**src/rtl/tow_pkg.sv**
```systemverilog
// Shared definitions for the tug-of-war round controller.
// Holds the FSM state encoding, marker end/centre helpers and the position width function.
package tow_pkg;

    localparam int unsigned ST_W = 3;

    localparam logic [ST_W-1:0] ST_CLEAR   = 3'd0;
    localparam logic [ST_W-1:0] ST_RELEASE = 3'd1;
    localparam logic [ST_W-1:0] ST_IDLE    = 3'd2;
    localparam logic [ST_W-1:0] ST_SETTLE  = 3'd3;
    localparam logic [ST_W-1:0] ST_WIN     = 3'd4;

    // Left end of the rope is always marker position 0
    localparam int unsigned LEFT_END = 0;

    // Bits needed to hold a marker position 0..n-1
    function automatic int unsigned pos_width(input int unsigned n);
        return (n <= 2) ? 1 : $clog2(n);
    endfunction

    // Starting (centre) position of the marker
    function automatic int unsigned center_pos(input int unsigned n);
        return (n - 1) / 2;
    endfunction

    // Right end of the rope
    function automatic int unsigned right_end(input int unsigned n);
        return n - 1;
    endfunction

endpackage

```
**src/rtl/tow_led_decoder.sv**
```systemverilog
// Marker position to one-hot LED decode.
// Ports: pos (marker position), leds (one-hot, bit pos lit).
module tow_led_decoder
    import tow_pkg::*;
#(
    parameter int unsigned NUM_LEDS = 9
) (
    input  logic [pos_width(NUM_LEDS)-1:0] pos,
    output logic [NUM_LEDS-1:0]            leds
);

    always_comb begin
        leds = {{(NUM_LEDS-1){1'b0}}, 1'b1} << pos;
    end

endmodule

```
**src/rtl/tow_round_ctrl.sv**
```systemverilog
// Tug-of-war round/score controller: sequences each round from the button latch
// (first push, settle window, move marker, clear latch, wait for release) and
// declares a winner when the marker reaches an end LED.
// Ports: clk, rst_n (async active-low); push/tie/right from the latch; new_game pulse;
//        clear to the latch; leds/pos marker; winner_valid/winner_right;
//        score_left/score_right when TOW_SCORE_EN is defined.
// Build option: TOW_SCORE_EN adds saturating per-player game win counters.
module tow_round_ctrl
    import tow_pkg::*;
#(
    parameter int unsigned NUM_LEDS      = 9,
    parameter int unsigned SETTLE_CYCLES = 16,
    parameter int unsigned CLEAR_CYCLES  = 2
`ifdef TOW_SCORE_EN
    ,
    parameter int unsigned SCORE_W       = 4
`endif
) (
    input  logic                           clk,
    input  logic                           rst_n,
    input  logic                           push,
    input  logic                           tie,
    input  logic                           right,
    input  logic                           new_game,
    output logic                           clear,
    output logic [NUM_LEDS-1:0]            leds,
    output logic [pos_width(NUM_LEDS)-1:0] pos,
    output logic                           winner_valid,
    output logic                           winner_right
`ifdef TOW_SCORE_EN
    ,
    output logic [SCORE_W-1:0]             score_left,
    output logic [SCORE_W-1:0]             score_right
`endif
);

    localparam int unsigned PW      = pos_width(NUM_LEDS);
    localparam int unsigned CNT_MAX = (SETTLE_CYCLES > CLEAR_CYCLES) ? SETTLE_CYCLES : CLEAR_CYCLES;
    localparam int unsigned CNT_W   = $clog2(CNT_MAX + 1);

    localparam logic [PW-1:0]    CENTER     = PW'(center_pos(NUM_LEDS));
    localparam logic [PW-1:0]    POS_FIRST  = PW'(LEFT_END);
    localparam logic [PW-1:0]    POS_LAST   = PW'(right_end(NUM_LEDS));
    localparam logic [CNT_W-1:0] CLEAR_LAST = CNT_W'(CLEAR_CYCLES - 1);
    localparam logic [CNT_W-1:0] SETTLE_LAST = CNT_W'(SETTLE_CYCLES - 1);

    logic [ST_W-1:0]  state, state_n;
    logic [CNT_W-1:0] cnt, cnt_n;
    logic             tie_seen, tie_seen_n;
    logic [PW-1:0]    pos_n, moved_pos;
    logic             clear_n, winner_valid_n, winner_right_n;

    // Candidate marker position for the current round; tie includes this cycle's sample
    always_comb begin
        moved_pos = pos;
        if (tie_seen || tie) begin
            moved_pos = pos;
        end else if (right) begin
            moved_pos = (pos == POS_LAST) ? pos : pos + PW'(1);
        end else begin
            moved_pos = (pos == POS_FIRST) ? pos : pos - PW'(1);
        end
    end

    // Next-state and registered-output logic
    always_comb begin
        state_n        = state;
        cnt_n          = cnt;
        tie_seen_n     = tie_seen;
        pos_n          = pos;
        winner_valid_n = winner_valid;
        winner_right_n = winner_right;

        case (state)
            ST_CLEAR: begin
                if (cnt == CLEAR_LAST) begin
                    state_n = ST_RELEASE;
                    cnt_n   = '0;
                end else begin
                    cnt_n = cnt + CNT_W'(1);
                end
            end
            ST_RELEASE: begin
                // A button still held from the last round must not score twice
                if (!push) begin
                    state_n = ST_IDLE;
                end
            end
            ST_IDLE: begin
                if (push) begin
                    state_n    = ST_SETTLE;
                    cnt_n      = '0;
                    tie_seen_n = tie;
                end
            end
            ST_SETTLE: begin
                if (!push) begin
                    state_n = ST_IDLE;
                    cnt_n   = '0;
                end else if (cnt == SETTLE_LAST) begin
                    pos_n = moved_pos;
                    cnt_n = '0;
                    if ((moved_pos == POS_LAST) || (moved_pos == POS_FIRST)) begin
                        state_n        = ST_WIN;
                        winner_valid_n = 1'b1;
                        winner_right_n = (moved_pos == POS_LAST);
                    end else begin
                        state_n = ST_CLEAR;
                    end
                end else begin
                    cnt_n      = cnt + CNT_W'(1);
                    tie_seen_n = tie_seen | tie;
                end
            end
            ST_WIN: begin
                state_n = ST_WIN;
            end
            default: begin
                state_n = ST_CLEAR;
                cnt_n   = '0;
            end
        endcase

        // Restart wins over any move scored in the same cycle
        if (new_game) begin
            state_n        = ST_CLEAR;
            cnt_n          = '0;
            tie_seen_n     = 1'b0;
            pos_n          = CENTER;
            winner_valid_n = 1'b0;
            winner_right_n = 1'b0;
        end

        clear_n = (state_n == ST_CLEAR) || (state_n == ST_WIN);
    end

    // State and output registers
    always_ff @(posedge clk or negedge rst_n) begin
        if (!rst_n) begin
            state        <= ST_CLEAR;
            cnt          <= '0;
            tie_seen     <= 1'b0;
            pos          <= CENTER;
            clear        <= 1'b1;
            winner_valid <= 1'b0;
            winner_right <= 1'b0;
        end else begin
            state        <= state_n;
            cnt          <= cnt_n;
            tie_seen     <= tie_seen_n;
            pos          <= pos_n;
            clear        <= clear_n;
            winner_valid <= winner_valid_n;
            winner_right <= winner_right_n;
        end
    end

`ifdef TOW_SCORE_EN
    // Game win counters: bump once on entry to WIN, saturate, survive new_game
    always_ff @(posedge clk or negedge rst_n) begin
        if (!rst_n) begin
            score_left  <= '0;
            score_right <= '0;
        end else if ((state != ST_WIN) && (state_n == ST_WIN)) begin
            if (winner_right_n) begin
                if (score_right != {SCORE_W{1'b1}}) score_right <= score_right + SCORE_W'(1);
            end else begin
                if (score_left != {SCORE_W{1'b1}}) score_left <= score_left + SCORE_W'(1);
            end
        end
    end
`endif

    tow_led_decoder #(
        .NUM_LEDS(NUM_LEDS)
    ) u_led_decoder (
        .pos  (pos),
        .leds (leds)
    );

endmodule

```
**config.mk**
```make
export PLATFORM = sky130hd
export DESIGN_NAME = tow_round_ctrl
export DESIGN_NICKNAME = d
export VERILOG_FILES = /design/src/rtl/tow_pkg.sv /design/src/rtl/tow_led_decoder.sv /design/src/rtl/tow_round_ctrl.sv
export SDC_FILE = /design/constraint.sdc
export NUM_CORES = 1
export LEC_CHECK = 0
export CAP_MARGIN = 20
export CORE_ASPECT_RATIO = 0.9
export CORE_MARGIN = 2
export CORE_UTILIZATION = 35
export DETAILED_ROUTE_END_ITERATION = 8
export DONT_BUFFER_PORTS = 1
export GPL_TIMING_DRIVEN = 0
export PLACE_DENSITY = 0.57
export SLEW_MARGIN = 25
export SYNTH_ARGS = -nofsm -noshare
export SYNTH_HDL_FRONTEND = slang
export SYNTH_SLANG_ARGS = --single-unit
export TNS_END_PERCENT = 10
```
**constraint.sdc**
```tcl
create_clock -name clk -period 3 [get_ports clk]
set_input_delay 0.9 -clock clk [delete_from_list [all_inputs] [get_ports clk]]
set_output_delay 0.9 -clock clk [all_outputs]
set_load 0.1 [all_outputs]
```
# After elaboration in Yosys (flattened, before gate mapping)
# Index checks and enable logic that the tools add are counted.
[classes]
add_sub_neg = 3
n_mul = 0
n_div = 0
n_lt_le_gt_ge = 0
eq_ne = 13
shift = 1
n_mux = 37
n_bitwise = 1
n_reduce_logical = 17
[ops]
columns = ["operator", "n"]
rows = [
  ["4-bit 2-to-1 mux", 8],
  ["5-bit 2-to-1 mux", 5],
  ["3-bit 2-to-1 mux", 7],
  ["5-bit case mux with 4 select lines", 1],
  ["3-bit case mux with 5 select lines", 1],
  ["1-bit 2-to-1 mux", 14],
  ["3-bit != test (second input constant)", 3],
  ["1-bit by 4-bit left shift with 9-bit output (first input constant)", 1],
  ["4-bit equality test (second input constant)", 2],
  ["4-bit logical NOT", 2],
  ["4-bit AND reduction", 2],
  ["2-bit nonzero test", 4],
  ["3-bit by 2-bit equality test with 1-bit output (second input constant)", 2],
  ["3-bit equality test (second input constant)", 2],
  ["3-bit logical NOT", 2],
  ["5-bit by 1-bit adder with 5-bit output (second input constant)", 1],
  ["5-bit by 1-bit equality test with 1-bit output (second input constant)", 1],
  ["5-bit by 4-bit equality test with 1-bit output (second input constant)", 1],
  ["4-bit by 1-bit adder with 4-bit output (second input constant)", 1],
  ["4-bit by 1-bit subtractor with 4-bit output (second input constant)", 1],
  ["3-bit by 1-bit equality test with 1-bit output (second input constant)", 1],
  ["1-bit logical OR", 3],
  ["3-bit AND reduction", 1],
  ["3-bit nonzero test", 1],
  ["5 further kinds", 5],
]
[totals]
reg_bits = 16
latchBits = 0
ram_bits = 0
mem_bits_ro = 0
input_bits = 6
elab_cells = 79
n_memories = 0

# Depth between registers and ports, before layout
[depth]
word_depth = 13
ltp_mapped = 8
ltp_nobuf = 8

# By module
# A second synthesis with hierarchy kept.
[unflattened]
hier_cells = 125
hier_area_um2 = 1219.9
[by_module_without_submodules]
columns = ["mod", "n_inst", "cells_per_inst", "area_per_inst_um2", "seq_area_each_um2"]
rows = [
  ["tow_round_ctrl", 1, 116, 1129.8, 402.9],
  ["tow_led_decoder", 1, 9, 90.1, 0.0],
]

# Worst setup path after synthesis
# No wires, ideal clock.
[synth_timing]
kind = "register to output"
startpoint = "register pos[1]"
endpoint = "output leds[2]"
arrival_time_ns = 3.500
path_slack_ns = -1.400
stages_incl_launch_ff = 3
n_path_buf = 0
cell_sequence = "dfrtp_1 ha_1 nor3b_1"
[synth_between]
elab_chain_len = 1
[synth_lines]
columns = ["item", "line", "text"]
rows = [
  ["start: declaration", "tow_round_ctrl.sv:27", "output logic [pos_width(NUM_LEDS)-1:0] pos,"],
  ["start signal: assignment", "tow_round_ctrl.sv:151", "pos <= pos_n;"],
  ["1-bit by 4-bit left shift with 9-bit output", "tow_led_decoder.sv:13", "leds = {{(NUM_LEDS-1){1'b0}}, 1'b1} << pos;"],
  ["end: declaration", "tow_round_ctrl.sv:26", "output logic [NUM_LEDS-1:0] leds,"],
]
# No other way between the ends.

# Worst setup path in the final report
[layout_timing]
startpoint = "register pos[2]"
endpoint = "output leds[4]"
# Same word-level chain as after synthesis.

==> impl_metrics.toml <==
[sta]
relSlewSlack = 0.302
setup_violations = 3
fmax_mhz = 329
fin_ws_ps = -42.8
fin_crit_ps = 3040
finClkSkew_ps = 4.94
final.period_utilization = 1.01
setup-tns-final_ps = -111
rsz0062_at_grt = "yes"
slew_violations = 0
hold_viol = 0
whs_ps = 335
worst_pin_slew_ps = 1050

[yosys]
yosysWarnings = 0
synth_edf_count = 0
syn_avg_cell_area_sq_um = 8.42
seq_area_frac_synth = 0.326
synth-seq-cells = 16
synth_ff_type = "dfrtp_1"
synth_async_sr_flop_share = 1.00
synth_nets = 164
yosysUniqueCellTypes = 47
netlist_area_sq_um = 1240
synth_cells = 147

[die]
die_h_um = 60.4
core.rowCount = 20
core_area_sq_um = 3380
die_x_um = 66.7
die-area_sq_um = 4030
initial_core_util = 0.366
ios = 22

[pwr]
power_frac_comb = 0.268
clkPwrFrac = 0.257
power.density_nw_per_um2 = 456
fin_total_pwr_uw = 652
leakage_uw = 0.000582
ir_worst_vdd_mv = 0.300
p_seq_frac = 0.475
internal_power_uw = 422
swShare = 0.352
p_sw_uw = 230

[layout]
design_area_sq_um = 1430
final_common_cell = "nor2_1"
fill_cells = 342
final_cell_mix = "nor2_1, nand2_1, ha_1, dfrtp_1, a21oi_1"
final_layout_size_suffix_gt1_frac = 0.192
n_antenna_cell = 0
area_growth_pct = 15.4
fin_cells = 195
finalNetCount = 169

[placement]
hpwl_mm = 1.98
routabilityCongestion = 0.803
port_buffers = 0
placed_area_sq_um = 1330
dp_cells = 191

[clock_tree]
cts_tree = "built"
clkTransAtPathRegs_ps = 60
cts_made_buffers = 3
clockRootBuffer = "clkbuf_8"
cts.sinks = 16
post_cts_buffers = 0
cts_max_level = 1
clk_latency_ps = 250
cts_buffer_depth = 2

[hold_path]
min_path_type = "in2async"

[global_routing]
grt_pass1_wl_mm = 4.40
grt_antenna_before_repair = 0
grt_max_degree = 17
grt_pass1_vias = 942
track_usage = 0.145
grt_overflow = 0

[routing]
drc = 0
num_vias = 1029
wirelength_mm = 2.69
ant_nets = 0
routedWlPerCell_um = 13.8
drtIter0Drc = 23
routed_via_density = 5.28
drt-pass1-iter-count = 4

[outcome]
violations = "setup timing"
status = "complete, but fails checks"

[setup_path]
reg2reg_depth = 8
startpoint_type = "register"
critical_path_class = "reg2out"
worst_ep_required_time_ps = 2100
path_max_fanout = 10
endpoint_kind = "output pin"
crit_arrival_ps = 2140

[job]
cap_viol_max_count = 0
-- what timing repair did --
| item | 4_1_cts | 5_1_grt |
|---|---|---|
| resized for setup | 19 | 1 |
| hold buffers | 0 | 0 |
| pin swaps | 1 | 1 |
| setup endpoints to repair | 9 | 6 |
-- registers in the layout (all words and copies together) (netlist names) --
signal        count
state             3
pos               4
tie_seen          1
winner_right      1
winner_valid      1
cnt               5
clear             1
-- power groups by stage --
stage / Combinational (uW) / Clock [uW] / Sequential (uW)
floorplan: 146 / 0 / 308
global placement: 170 / 0 / 313
detailed placement: 175 / 0 / 314
CTS: 176 / 176 / 310
global route: 202 / 184 / 314
finish: 175 / 168 / 309
-- cell type report --
| class | instances | area, sq um | share of cell area |
|---|---|---|---|
| Inverter | 9 | 38.8 | 0.0272 |
| Buffer | 8 | 70.1 | 0.0491 |
| Tap cell | 44 | 55.1 | 0.0386 |
| Clock buffer | 4 | 45.0 | 0.0316 |
| Sequential cell | 16 | 418 | 0.293 |
| Multi-Input combinational cell | 114 | 801 | 0.561 |
-- stage by stage --
step                      utilization  setup slack, ps
after floorplan                     -             -180
final                           0.423            -42.8
after detailed placement        0.393             -307
after global routing            0.423             -106
after global placement          0.393             -297
after CTS                       0.422            -15.5
-- layer usage --
| metal | up-vias | wire, um | global-route usage |
|---|---|---|---|
| li1 | 531 | - | - |
| met5 | - | 0 | 0 |
| met3 | 5 | 117 | 0.0408 |
| met2 | 16 | 1220 | 0.227 |
| met1 | 477 | 1320 | 0.196 |
| met4 | 0 | 28 | 0.0437 |
-- final timing paths --
path                             start            to  slack, ps
worst min-delay path             rst_n        cnt[3]        330
worst max-delay path            pos[2]       leds[4]        -40
min in group clk                cnt[0]        cnt[0]        540
max in group asynchronous        rst_n         clear       2490
worst max register to register  pos[2]  winner_valid        570
worst min register to register  cnt[0]        cnt[0]        540
-- worst max-delay path: stages (launching register included) --
cell and delay [ps]:
dfstp_4 800, buf_2 310, inv_2 90, nor2_1 170
and2_2 510
-- logic make-up after synthesis --
logic type | count (synthesis) | synth area share
AND/OR/NAND/NOR | 63 | 0.277
AO/OA/AOI/OAI | 37 | 0.203
buffers and inverters | 17 | 0.0617
flip-flops | 16 | 0.326
adder cells (fa/ha/maj) | 11 | 0.111
XOR/XNOR | 3 | 0.0212
-- synth_stat cells, types with 2 or more instances --
| cell type | instances | share of area |
|---|---|---|
| a21o_1 | 2 | 0.012 |
| a21oi_1 | 6 | 0.024 |
| a31oi_1 | 4 | 0.020 |
| and2_1 | 4 | 0.020 |
| and3_1 | 2 | 0.010 |
| buf_2 | 4 | 0.016 |
| clkbuf_1 | 3 | 0.0091 |
| dfrtp_1 | 14 | 0.28 |
| dfstp_2 | 2 | 0.042 |
| ha_1 | 11 | 0.11 |
| inv_1 | 7 | 0.021 |
| inv_2 | 2 | 0.0061 |
| nand2_1 | 13 | 0.039 |
| nand2b_1 | 3 | 0.015 |
| nand3_1 | 3 | 0.012 |
| nand3b_1 | 3 | 0.018 |
| nor2_1 | 16 | 0.049 |
| nor2b_1 | 5 | 0.025 |
| nor3_1 | 2 | 0.0081 |
| nor3b_1 | 2 | 0.012 |
| nor4b_1 | 2 | 0.014 |
| o211ai_1 | 2 | 0.012 |
| o21ai_0 | 4 | 0.016 |
| o21ai_1 | 3 | 0.012 |
| o22ai_1 | 3 | 0.015 |
| or3_1 | 2 | 0.010 |
| xnor2_1 | 3 | 0.021 |
Note: power is estimated with default switching activity, not from simulation.
